===== src/rtl/dfr_run_sequencer.sv =====
// dfr_run_sequencer: runs init/train/test reservoir phases (start/abort in; busy/phase/done/err out; sample fetch, step req/ack, output write)
module dfr_run_sequencer #(
  parameter int ADDR_WIDTH = 30,
  parameter int CNT_WIDTH  = 32
) (
  input  logic                  S_AXI_ACLK,
  input  logic                  S_AXI_ARESETN,
  input  logic                  start,
  input  logic                  abort,
  input  logic [CNT_WIDTH-1:0]  num_init_samples,
  input  logic [CNT_WIDTH-1:0]  num_train_samples,
  input  logic [CNT_WIDTH-1:0]  num_test_samples,
  input  logic [CNT_WIDTH-1:0]  num_steps_per_sample,
  output logic                  busy,
  output logic [1:0]            phase,
  output logic                  done,
  output logic                  err,
  output logic                  sample_rd_en,
  output logic [ADDR_WIDTH-1:0] sample_addr,
  output logic                  load_sample,
  output logic                  step_req,
  input  logic                  step_ack,
  output logic                  out_wen,
  output logic [ADDR_WIDTH-1:0] out_addr
);
  typedef enum logic [2:0] {IDLE, FETCH, LOAD, STEP, DONE} state_t;
  state_t state_q, state_d;
  logic [1:0] phase_q, phase_d, first_phase, next_phase;
  logic [CNT_WIDTH-1:0] n_init_q, n_init_d, n_train_q, n_train_d, n_test_q, n_test_d, n_steps_q, n_steps_d;
  logic [CNT_WIDTH-1:0] step_cnt_q, step_cnt_d, samp_cnt_q, samp_cnt_d, phase_cnt;
  logic [ADDR_WIDTH-1:0] sample_addr_q, sample_addr_d, out_addr_q, out_addr_d;
  logic err_q, err_d, start_ok, ack, step_last, samp_last;
  always_comb begin
    start_ok = num_steps_per_sample != '0 && (num_init_samples | num_train_samples | num_test_samples) != '0;
    first_phase = num_init_samples != '0 ? 2'd1 : num_train_samples != '0 ? 2'd2 : 2'd3;
    ack = state_q == STEP && step_ack && !abort;
    phase_cnt = phase_q == 2'd1 ? n_init_q : phase_q == 2'd2 ? n_train_q : n_test_q;
    step_last = step_cnt_q == n_steps_q - CNT_WIDTH'(1);
    samp_last = samp_cnt_q == phase_cnt - CNT_WIDTH'(1);
    next_phase = phase_q == 2'd1 && n_train_q != '0 ? 2'd2 : phase_q != 2'd3 && n_test_q != '0 ? 2'd3 : 2'd0;
  end
  always_ff @(posedge S_AXI_ACLK or negedge S_AXI_ARESETN)
    if (!S_AXI_ARESETN) state_q <= IDLE;
    else state_q <= state_d;
  always_comb begin
    state_d = state_q;
    case (state_q)
      IDLE:    state_d = start && start_ok ? FETCH : IDLE;
      FETCH:   state_d = LOAD;
      LOAD:    state_d = STEP;
      STEP:    state_d = ack && step_last ? (samp_last && next_phase == 2'd0 ? DONE : FETCH) : STEP;
      default: state_d = IDLE;
    endcase
    if (abort && state_q != IDLE) state_d = IDLE;
  end
  always_comb begin
    busy = state_q != IDLE;
    done = state_q == DONE;
    sample_rd_en = state_q == FETCH;
    load_sample = state_q == LOAD;
    step_req = state_q == STEP;
    out_wen = ack && phase_q[1];
    phase = phase_q;
    err = err_q;
    sample_addr = sample_addr_q;
    out_addr = out_addr_q;
  end
  always_comb begin
    phase_d = phase_q;
    n_init_d = n_init_q;
    n_train_d = n_train_q;
    n_test_d = n_test_q;
    n_steps_d = n_steps_q;
    step_cnt_d = step_cnt_q;
    samp_cnt_d = samp_cnt_q;
    sample_addr_d = sample_addr_q;
    out_addr_d = out_addr_q;
    err_d = 1'b0;
    if (state_q == IDLE) begin
      err_d = start && !start_ok;
      if (start && start_ok) begin
        n_init_d = num_init_samples;
        n_train_d = num_train_samples;
        n_test_d = num_test_samples;
        n_steps_d = num_steps_per_sample;
        phase_d = first_phase;
        step_cnt_d = '0;
        samp_cnt_d = '0;
        sample_addr_d = '0;
        out_addr_d = '0;
      end
    end else if (abort) phase_d = 2'd0;
    else if (ack) begin
      out_addr_d = phase_q[1] ? out_addr_q + ADDR_WIDTH'(1) : out_addr_q;
      step_cnt_d = step_last ? '0 : step_cnt_q + CNT_WIDTH'(1);
      if (step_last) begin
        sample_addr_d = sample_addr_q + ADDR_WIDTH'(1);
        samp_cnt_d = samp_last ? '0 : samp_cnt_q + CNT_WIDTH'(1);
        phase_d = samp_last ? next_phase : phase_q;
      end
    end
  end
  always_ff @(posedge S_AXI_ACLK or negedge S_AXI_ARESETN)
    if (!S_AXI_ARESETN) begin
      phase_q <= '0;
      n_init_q <= '0;
      n_train_q <= '0;
      n_test_q <= '0;
      n_steps_q <= '0;
      step_cnt_q <= '0;
      samp_cnt_q <= '0;
      sample_addr_q <= '0;
      out_addr_q <= '0;
      err_q <= 1'b0;
    end else begin
      phase_q <= phase_d;
      n_init_q <= n_init_d;
      n_train_q <= n_train_d;
      n_test_q <= n_test_d;
      n_steps_q <= n_steps_d;
      step_cnt_q <= step_cnt_d;
      samp_cnt_q <= samp_cnt_d;
      sample_addr_q <= sample_addr_d;
      out_addr_q <= out_addr_d;
      err_q <= err_d;
    end
endmodule


===== config.mk =====
export PLATFORM = sky130hd
export DESIGN_NAME = dfr_run_sequencer
export DESIGN_NICKNAME = d
export VERILOG_FILES = /design/src/rtl/dfr_run_sequencer.sv
export SDC_FILE = /design/constraint.sdc
export NUM_CORES = 1
export LEC_CHECK = 0
export ABC_AREA = 0
export CORE_ASPECT_RATIO = 1.1
export CORE_MARGIN = 3
export CORE_UTILIZATION = 40
export CTS_BUF_LIST = sky130_fd_sc_hd__clkbuf_4 sky130_fd_sc_hd__clkbuf_8
export DETAILED_ROUTE_END_ITERATION = 7
export PLACE_DENSITY_LB_ADDON = 0.12
export SETUP_SLACK_MARGIN = 0.5
export SLEW_MARGIN = 30
export SYNTH_ARGS = -nofsm -noshare
export SYNTH_HDL_FRONTEND = slang
export SYNTH_SLANG_ARGS = --single-unit

===== constraint.sdc =====
create_clock -name S_AXI_ACLK -period 10.2 [get_ports S_AXI_ACLK]
set_input_delay 2.04 -clock S_AXI_ACLK [delete_from_list [all_inputs] [get_ports S_AXI_ACLK]]
set_output_delay 2.04 -clock S_AXI_ACLK [all_outputs]
set_load 0.1 [all_outputs]

==> results of run 1 <==
-- worst reg2reg max path: stages (launching register included) --
cell       delay (ps)
dfrtp_4           760
buf_4             650
mux2i_1           350
mux2i_1           190
nor3_2            640
nand4_2           490
or4_1             680
a2111oi_0         470
nand4bb_1         170
nor4_2            420
a221oi_1          290
mux2_1            390
-- routing by layer --
metal | vias to the layer above | track usage, % | share of wire, %
met5 | - | 0 | 0
met4 | 0 | 6.49 | 2.5
met3 | 71 | 4.18 | 4.9
met2 | 324 | 36.2 | 48
met1 | 6546 | 28.4 | 44
li1 | 6274 | - | -
-- cells in the mapped netlist, types with 18 or more instances --
library cell  number  area share [%]
dfrtp_1          258              41
mux2_2           126             9.0
nor2_1           124             3.0
mux2i_1           98             6.2
nand2_1           97             2.3
nor4_1            87             3.5
xnor2_1           72             4.0
xor2_1            66             3.7
nand3_1           62             2.0
a21oi_1           58             1.8
o21ai_0           57             1.8
clkbuf_1          50             1.2
nand4_1           41             1.6
or3_1             36             1.4
inv_1             32            0.76
and3_1            30             1.2
nor3_1            25            0.80
o31ai_1           21             1.0
or4_1             18            0.86
-- cell usage in the layout, fill, tap and decap left out, types with 6 or more instances in the layout --
master / instances
or3_1: 36
nor2_1: 122
and4_1: 8
nand2b_1: 13
nor2b_1: 16
nand3_1: 62
or2_2: 8
mux2_2: 126
a22o_1: 6
nand4b_1: 6
clkbuf_8: 56
a21oi_1: 57
or4_1: 18
o22ai_1: 6
nor4_1: 85
dfrtp_1: 256
xor2_1: 66
mux2i_1: 97
and2_1: 9
nor3b_1: 7
xnor2_1: 72
nand4_1: 41
ha_1: 6
o31ai_1: 21
nor4b_1: 8
buf_4: 11
nor3_1: 24
clkdlybuf4s50_1: 199
nand2_1: 97
clkbuf_4: 18
and3_1: 30
o21ai_0: 57
inv_1: 32
-- final timing paths --
check	cells after the start	startpoint	slack (ps)	endpoint
max	5	abort	3770	out_wen
min in group asynchronous	1	S_AXI_ARESETN	1300	n_steps_q[23]
min reg2reg	1	n_init_q[31]	510	n_init_q[31]
max in group asynchronous	2	S_AXI_ARESETN	7680	phase[1]
min	1	n_init_q[31]	510	n_init_q[31]
max reg2reg	11	phase[1]	4580	phase[1]
-- metrics by stage --
| stage | power, mW | setup slack (ps) |
|---|---|---|
| final | 5.01 | 3770 |
| after global routing | 5.35 | 3610 |
| after CTS | 5.05 | 3770 |
| after detailed placement | 3.97 | 3780 |
| after global placement | 3.94 | 3580 |
| after floorplan | 3.35 | 5110 |
-- sequential cells by signal, summed over array words and instances (netlist names) --
register / flops
n_steps_q: 32
samp_cnt_q: 32
n_train_q: 32
out_addr: 30
sample_addr: 30
n_init_q: 32
n_test_q: 32
step_cnt_q: 32
err: 1
phase: 2
state_q: 3
-- cell families (layout without fill, tap and decap cells) --
family / after synthesis / after routing
AO/OA/AOI/OAI: 223 / 223
XOR/XNOR: 140 / 140
adder cells (fa/ha/maj): 6 / 6
buffers and inverters: 115 / 328
flip-flops: 258 / 258
multiplexers: 229 / 229
AND/OR/NAND/NOR: 624 / 624
-- area by class of cell --
cell class	count	share of cell area [%]
clock buffer	74	4.74
clock inverter	6	0.451
inverter	33	0.647
multi-input combinational	1222	45.9
sequential	258	33.8
tap	500	3.27
timing repair buffer	215	11.2
-- power by group through the flow --
stage / Clock, mW / Combinational [mW] / Sequential [mW]
detailed placement: 0 / 2.25 / 1.72
CTS: 1.09 / 2.26 / 1.70
finish: 1.05 / 2.26 / 1.70
floorplan: 0 / 1.77 / 1.57
global placement: 0 / 2.22 / 1.71
global route: 1.13 / 2.47 / 1.75
==> impl_metrics.env, run 1 <==
export IMPL_routed_via_density=5.73
export IMPL_core_um2=38500
export IMPL_cts_buffers=47
export IMPL_fillCellCount=3622
export IMPL_instances_no_fill=2308
export IMPL_final_nets=1916
export IMPL_slew_headroom_pct=32.1
export IMPL_pwr_density_cell_nw_per_um2=262
export IMPL_switching_share_pct=42.2
export IMPL_ys_flop_type="dfrtp_1"
export IMPL_grt_total_usage_pct=21.5
export IMPL_vias=13200
export IMPL_p_switching_mw=2.12
export IMPL_wirelength_um=45500
export IMPL_crit_chain="clkdlybuf4s50_1 > nor2_1 > nand2_1 > inv_1 > clkdlybuf4s50_1"
export IMPL_arrival_ps=4390
export IMPL_finClkSkew_ps=22.1
export IMPL_clk_pin_slew_worst_paths_ps=60
export IMPL_comb_power_share_pct=45.1
export IMPL_cts_resized_gates=0
export IMPL_drt_iter0_markers=745
export IMPL_async_flop_share_pct=100
export IMPL_drc=0
export IMPL_max_freq_ghz=0.156
export IMPL_fin_crit_sh_pct=63.0
export IMPL_sequentialPowerShare_pct=33.9
export IMPL_internal_power_mw=2.90
export IMPL_setup_tns_ps=0
export IMPL_synth_compound_area_share_pct=9.29
export IMPL_synth_area_um2=15700
export IMPL_syn_area_per_cell_um2=9.84
export IMPL_period_needed_ps=6430
export IMPL_place_hpwl_um=33500
export IMPL_maxSlewViolCount=0
export IMPL_critPathSlowestCell="clkdlybuf4s50_1"
export IMPL_path_max_fanout=6
export IMPL_routabilityCongestion=0.827
export IMPL_cts_sinks=258
export IMPL_wl_per_cell_um=19.7
export IMPL_multi_input_area_um2=8780
export IMPL_area_delta_synth_final_pct=21.8
export IMPL_synth_edf_count=0
export IMPL_initial_core_util_pct=40.8
export IMPL_ys_seq_elements=258
export IMPL_clock_root_buffer="clkbuf_8"
export IMPL_critPathBufInv=3
export IMPL_dieArea_um2=41700
export IMPL_fin_area_um2=19100
export IMPL_grt_pass1_vias=13100
export IMPL_place_inst=2227
export IMPL_cp_top_family="buffers and inverters"
export IMPL_syn_num_nets=1734
export IMPL_cts_buffer_depth=3
export IMPL_status="finished, final reports clean"
export IMPL_criticalPathCategory="in -> out"
export IMPL_drive_gt1_share_pct=14.4
export IMPL_grt_pass1_wl_um=72400
export IMPL_synthXorXnorAreaFrac_pct=7.98
export IMPL_critPathRequiredTime_ps=8160
export IMPL_critPathMostFrequentCell="clkdlybuf4s50_1"
export IMPL_cp_end_kind="output pin"
export IMPL_grt_max_degree=121
export IMPL_irDropWorstVdd_uv=153
export IMPL_tightest_slew_ps=1020
export IMPL_synth_simple_area_share_pct=22.2
export IMPL_clock_latency_ps=610
export IMPL_grt_overflow=0
export IMPL_postRouteAntennaNets=0
export IMPL_place_area_um2=18100
export IMPL_die_y_um=214
export IMPL_io_pins=202
export IMPL_hold_buffers=0
export IMPL_placement_io_buffers=201
export IMPL_seqCellArea_um2=6460
export IMPL_synthCells=1595
export IMPL_ys_seq_area_share_pct=41.1
export IMPL_antenna_found_initial=0
export IMPL_synth_distinct_cells=81
export IMPL_rows=75
export IMPL_cts_tree="yes"
export IMPL_cap_viol_max_count=0
export IMPL_final_core_util_pct=49.7
export IMPL_whs_ps=509
export IMPL_power_clock_fraction_pct=20.9
export IMPL_synth_warnings=0
export IMPL_synth_top_family_by_area="simple AND/OR/NAND/NOR gates"
export IMPL_critPathLaunchType="input port"
export IMPL_setup_viol=0
export IMPL_die_w_um=195
export IMPL_synth_mux_area_share_pct=15.7
export IMPL_hold_class="reg -> reg"
export IMPL_htree_num_levels=2
export IMPL_yosys_area_share_adder_pct=0.478
export IMPL_rsz0062_at_grt="no"
export IMPL_cts_setup_buffers=0
export IMPL_slowest_delay_ps=1160
export IMPL_finalHoldViolations=0
export IMPL_leakage_nw=7.43
export IMPL_antenna_cells=0
export IMPL_drt_first_pass_iters=5
No activity file was read; power rests on OpenSTA's default activity.
==> run 2: changes to the inputs <==
==> constraint.sdc (replaced) <==
create_clock -name S_AXI_ACLK -period 6.5 [get_ports S_AXI_ACLK]
set_input_delay 1.3 -clock S_AXI_ACLK [delete_from_list [all_inputs] [get_ports S_AXI_ACLK]]
set_output_delay 1.3 -clock S_AXI_ACLK [all_outputs]
set_load 0.1 [all_outputs]
==> run 2 against run 1 <==
  * Combinational power rose by 54%
  * Non-clock buffer count rose by 3
  * Final cell count rose by 0.52%
  * Clock-buffer cell count fell by 5
  * Global-route usage fell by 0.46 points
  * Worst hold slack improved by 1.9 ps
  * Utilization rose by 0.26 points
  * Worst setup slack got worse by 2500 ps
  * First-iteration DRC count fell by 3.1%
  * Via count fell by 0.39%
  * Total power rose by 59%
  * Largest power group unchanged
==> impl_metrics.env, run 2 (synthesis results as in run 1) <==
export IMPL_hold_buffers=0
export IMPL_finalHoldViolations=0
export IMPL_antenna_found_initial=0
export IMPL_fillCellCount=3589
export IMPL_postRouteAntennaNets=0
export IMPL_crit_chain="buf_4 > mux2i_1 > mux2i_1 > nor4_4 > nand4b_2 > nor4_1 > o22ai_1 > or4b_1 > nor4_2 > buf_4 > or2_2 > o221ai_1"
export IMPL_period_needed_ps=5260
export IMPL_pre_cts_slack_ps=941
export IMPL_path_max_fanout=49
export IMPL_leakage_nw=7.50
export IMPL_pwr_density_cell_nw_per_um2=414
export IMPL_criticalPathCategory="reg -> reg"
export IMPL_cp_top_family="simple AND/OR/NAND/NOR gates"
export IMPL_grt_pass1_vias=12900
export IMPL_rsz0062_at_grt="no"
export IMPL_tightest_slew_ps=1010
export IMPL_cts_buffer_depth=3
export IMPL_critPathSlowestCell="dfrtp_4"
export IMPL_multi_input_area_um2=8770
export IMPL_cap_viol_max_count=0
export IMPL_most_common_layout_cells="256 x dfrtp_1, 198 x clkdlybuf4s50_1, 126 x mux2_2"
export IMPL_place_hpwl_um=33200
export IMPL_grt_total_usage_pct=21.1
export IMPL_final_nets=1920
export IMPL_slowest_delay_ps=920
export IMPL_drt_iter0_markers=722
export IMPL_hold_class="reg -> reg"
export IMPL_critPathBufInv=2
export IMPL_drive_gt1_share_pct=14.9
export IMPL_fin_area_um2=19200
export IMPL_cp_end_kind="flip-flop"
export IMPL_area_delta_synth_final_pct=22.5
export IMPL_finClkSkew_ps=32.7
export IMPL_clock_root_buffer="clkbuf_8"
export IMPL_wl_per_cell_um=19.4
export IMPL_rows=75
export IMPL_r2r_start="phase[1]"
export IMPL_maxSlewViolCount=0
export IMPL_critPathRequiredTime_ps=6950
export IMPL_cts_tree="yes"
export IMPL_grt_overflow=0
export IMPL_cts_sinks=258
export IMPL_final_core_util_pct=50.0
export IMPL_clock_latency_ps=620
export IMPL_place_area_um2=18100
export IMPL_grt_pass1_wl_um=71200
export IMPL_drc=0
export IMPL_core_um2=38500
export IMPL_grt_max_degree=97
export IMPL_fin_crit_sh_pct=80.9
export IMPL_dieArea_um2=41700
export IMPL_wirelength_um=45000
export IMPL_antenna_cells=0
export IMPL_irDropWorstVdd_uv=290
export IMPL_htree_num_levels=2
export IMPL_seqCellArea_um2=6460
export IMPL_critPathLaunchType="flip-flop"
export IMPL_placement_io_buffers=201
export IMPL_setup_viol=0
export IMPL_io_pins=202
export IMPL_drt_first_pass_iters=5
export IMPL_routed_via_density=5.67
export IMPL_setup_slack_ps=1240
export IMPL_initial_core_util_pct=40.8
export IMPL_status="finished, final reports clean"
export IMPL_routabilityCongestion=0.907
export IMPL_vias=13200
export IMPL_slew_headroom_pct=32.5
export IMPL_clk_pin_slew_worst_paths_ps=60
export IMPL_die_y_um=214
export IMPL_max_freq_ghz=0.190
export IMPL_critPathLaunch="phase[1]"
export IMPL_cts_buffers=48
export IMPL_min_from="n_init_q[31]"
export IMPL_setup_tns_ps=0
export IMPL_arrival_ps=5710
export IMPL_layout_commonest_cell="dfrtp_1"
export IMPL_die_w_um=195
-- run 2: final cells by class --
class	instances	share of cell area, %
multi-input combinational	1222	45.6
sequential	258	33.6
timing repair buffer	218	11.2
clock buffer	69	4.74
tap	500	3.25
clock inverter	20	0.963
inverter	33	0.644
-- run 2: worst reg2reg max path, cell delays in order, from the launching register on --
cell and delay (ps):
dfrtp_4 920, buf_4 510, mux2i_1 260, mux2i_1 160
nor4_4 480, nand4b_2 460, nor4_1 500, o22ai_1 120
or4b_1 540, nor4_2 220, buf_4 230, or2_2 470
o221ai_1 220
-- run 2: path summary, 6_finish.rpt --
check	to	slack (ps)	depth (start not counted)
setup reg to reg	samp_cnt_q[19]	1240	12
min in group asynchronous	n_steps_q[21]	670	1
hold reg to reg	n_init_q[31]	510	1
setup / recovery	samp_cnt_q[19]	1240	12
max in group asynchronous	sample_addr[1]	4590	2
hold / removal	n_init_q[31]	510	1
-- run 2: power by group --
| group | switching (mW) | internal (mW) |
|---|---|---|
| clock network | 0.742 | 1.03 |
| registers | 0.647 | 2.06 |
| logic | 1.95 | 1.53 |
-- run 2: timing repair --
item,CTS,global route
gates resized for setup,0,1
setup buffers,0,0
setup endpoints to repair,0,3
-- run 2: layer usage --
| layer | part of all wire (%) | vias up | track usage [%] |
|---|---|---|---|
| met4 | 2.6 | 0 | 6.57 |
| met5 | 0 | - | 0 |
| met3 | 4.5 | 75 | 3.76 |
| met2 | 49 | 325 | 36.0 |
| li1 | - | 6286 | - |
| met1 | 44 | 6478 | 27.4 |
-- run 2: stage by stage --
stage / hold slack (ps) / instances / power (mW)
after floorplan: 480 / 1595 / 5.25
final: 511 / 2320 / 7.96
after global placement: 492 / 2231 / 6.15
after global routing: 521 / 2320 / 8.48
after CTS: 513 / 2320 / 8.02
after detailed placement: 500 / 2231 / 6.20
==> run 3: changes to the inputs <==
==> constraint.sdc (replaced) <==
create_clock -name S_AXI_ACLK -period 4.9 [get_ports S_AXI_ACLK]
set_input_delay 0.98 -clock S_AXI_ACLK [delete_from_list [all_inputs] [get_ports S_AXI_ACLK]]
set_output_delay 0.98 -clock S_AXI_ACLK [all_outputs]
set_load 0.1 [all_outputs]
==> run 3 against run 2 <==
  * Clock-buffer cell count grew 1
  * Fmax grew 24%
  * Die area is the same
  * Via count grew 1.0%
  * Worst setup slack lost 570 ps
  * Combinational power grew 44%
  * Critical path depth grew 3
  * Utilization grew 0.72 points
  * Global-route usage grew 0.62 points
  * Clock power grew 21%
==> impl_metrics.env, run 3 (synthesis results as in run 1) <==
export IMPL_place_hpwl_um=34200
export IMPL_slew_headroom_pct=33.7
export IMPL_cp_depth=15
export IMPL_final_nets=1951
export IMPL_tightest_slew_ps=992
export IMPL_instances_no_fill=2347
export IMPL_crit_chain="buf_16 > mux2i_1 > mux2i_1 > buf_4 > nor4_4 > buf_4 > nand4b_4 > buf_4 > or3_1 > o311a_1 > nand4_1 > nor4_2 > buf_4 > a221oi_2 > mux2_1"
export IMPL_maxSlewViolCount=0
export IMPL_clk_pin_slew_worst_paths_ps=60
export IMPL_final_core_util_pct=50.7
export IMPL_arrival_ps=4720
export IMPL_routabilityCongestion=0.870
export IMPL_clock_root_buffer="clkbuf_8"
export IMPL_cts_buffers=46
export IMPL_path_max_fanout=24
export IMPL_critPathMostFrequentCell="buf_4"
export IMPL_status="finished, final reports clean"
export IMPL_fin_crit_sh_pct=86.4
export IMPL_die_w_um=195
export IMPL_grt_pass1_vias=13300
export IMPL_power_clock_fraction_pct=20.0
export IMPL_internal_power_mw=6.13
export IMPL_hold_class="in -> async"
export IMPL_setup_slack_ps=668
export IMPL_leakage_nw=7.66
export IMPL_place_inst=2255
export IMPL_place_area_um2=18300
export IMPL_most_common_layout_cells="256 x dfrtp_1, 197 x clkdlybuf4s50_1, 126 x mux2_2"
export IMPL_reg2regPathDepth=15
export IMPL_grt_overflow=0
export IMPL_cp_top_family="simple AND/OR/NAND/NOR gates"
export IMPL_whs_ps=279
export IMPL_cts_buffer_depth=3
export IMPL_fillCellCount=3585
export IMPL_postRouteAntennaNets=0
export IMPL_vias=13300
export IMPL_io_pins=202
export IMPL_drive_gt1_share_pct=16.8
export IMPL_setup_tns_ps=0
export IMPL_initial_core_util_pct=40.8
export IMPL_drc=0
export IMPL_r2r_start="phase[1]"
export IMPL_placement_io_buffers=201
export IMPL_switching_share_pct=42.6
export IMPL_grt_max_degree=119
export IMPL_finClkSkew_ps=29.5
export IMPL_critPathSlowestCell="dfrtp_4"
export IMPL_cts_sinks=258
export IMPL_area_delta_synth_final_pct=24.2
export IMPL_cp_end_kind="flip-flop"
export IMPL_rows=75
export IMPL_cts_tree="yes"
export IMPL_hold_buffers=0
export IMPL_comb_power_share_pct=46.9
export IMPL_dieArea_um2=41700
export IMPL_drt_iter0_markers=706
export IMPL_pwr_density_cell_nw_per_um2=548
export IMPL_max_freq_ghz=0.236
export IMPL_irDropWorstVdd_uv=282
export IMPL_critPathLaunchType="flip-flop"
export IMPL_htree_num_levels=2
export IMPL_sequentialPowerShare_pct=33.1
export IMPL_criticalPathCategory="reg -> reg"
export IMPL_rsz0062_at_grt="no"
export IMPL_critPathBufInv=5
export IMPL_grt_pass1_wl_um=73100
export IMPL_routed_via_density=5.67
export IMPL_die_y_um=214
export IMPL_pre_cts_slack_ps=178
export IMPL_cap_viol_max_count=0
export IMPL_layout_commonest_cell="dfrtp_1"
export IMPL_p_switching_mw=4.55
export IMPL_grt_total_usage_pct=21.7
export IMPL_antenna_found_initial=2
export IMPL_slowest_delay_ps=530
export IMPL_period_needed_ps=4230
export IMPL_wl_per_cell_um=19.7
export IMPL_critPathRequiredTime_ps=5390
export IMPL_clock_latency_ps=630
export IMPL_setup_viol=0
export IMPL_drt_first_pass_iters=5
export IMPL_core_um2=38500
export IMPL_power_total_mw=10.7
export IMPL_critPathLaunch="phase[1]"
export IMPL_wirelength_um=46200
export IMPL_fin_area_um2=19500
export IMPL_finalHoldViolations=0
run 3: power groups by stage:
stage	Combinational, mW	Clock (mW)	Sequential, mW
2_1_floorplan	3.69	0	3.28
6_report	5.01	2.14	3.54
3_3_place_gp	4.78	0	3.55
5_1_grt	5.44	2.30	3.62
3_5_place_dp	4.84	0	3.55
4_1_cts	4.90	2.21	3.53
run 3: area by class of cell:
type / instances / area, um^2 / area share [%]
clock buffer: 70 / 882 / 4.52
clock inverter: 11 / 88.8 / 0.455
tap: 500 / 626 / 3.21
multi-input combinational: 1222 / 8870 / 45.5
antenna: 2 / 5.00 / 0.0257
sequential: 258 / 6460 / 33.1
timing repair buffer: 251 / 2450 / 12.6
inverter: 33 / 124 / 0.635
run 3: per-layer routing:
layer	up-vias	routed length (um)	GRT usage, %
met2	349	22900	37.3
met4	0	1110	6.84
met3	69	2220	4.09
met5	-	0	0
li1	6337	-	-
met1	6544	20000	27.9
run 3: timing repair:
action / CTS / global route
buffers inserted: 2 / 5
endpoints found under the setup margin: 30 / 35
resized for setup: 4 / 14
gates cloned: 0 / 2
pin swaps: 1 / 6
run 3: path summary, 6_finish.rpt:
check                      slack (ps)              to
setup / recovery                  670        phase[0]
hold reg to reg                   510    n_init_q[26]
min in group S_AXI_ACLK           510    n_init_q[26]
setup reg to reg                  670        phase[0]
max in group asynchronous        3610  samp_cnt_q[24]
hold / removal                    280   n_steps_q[17]
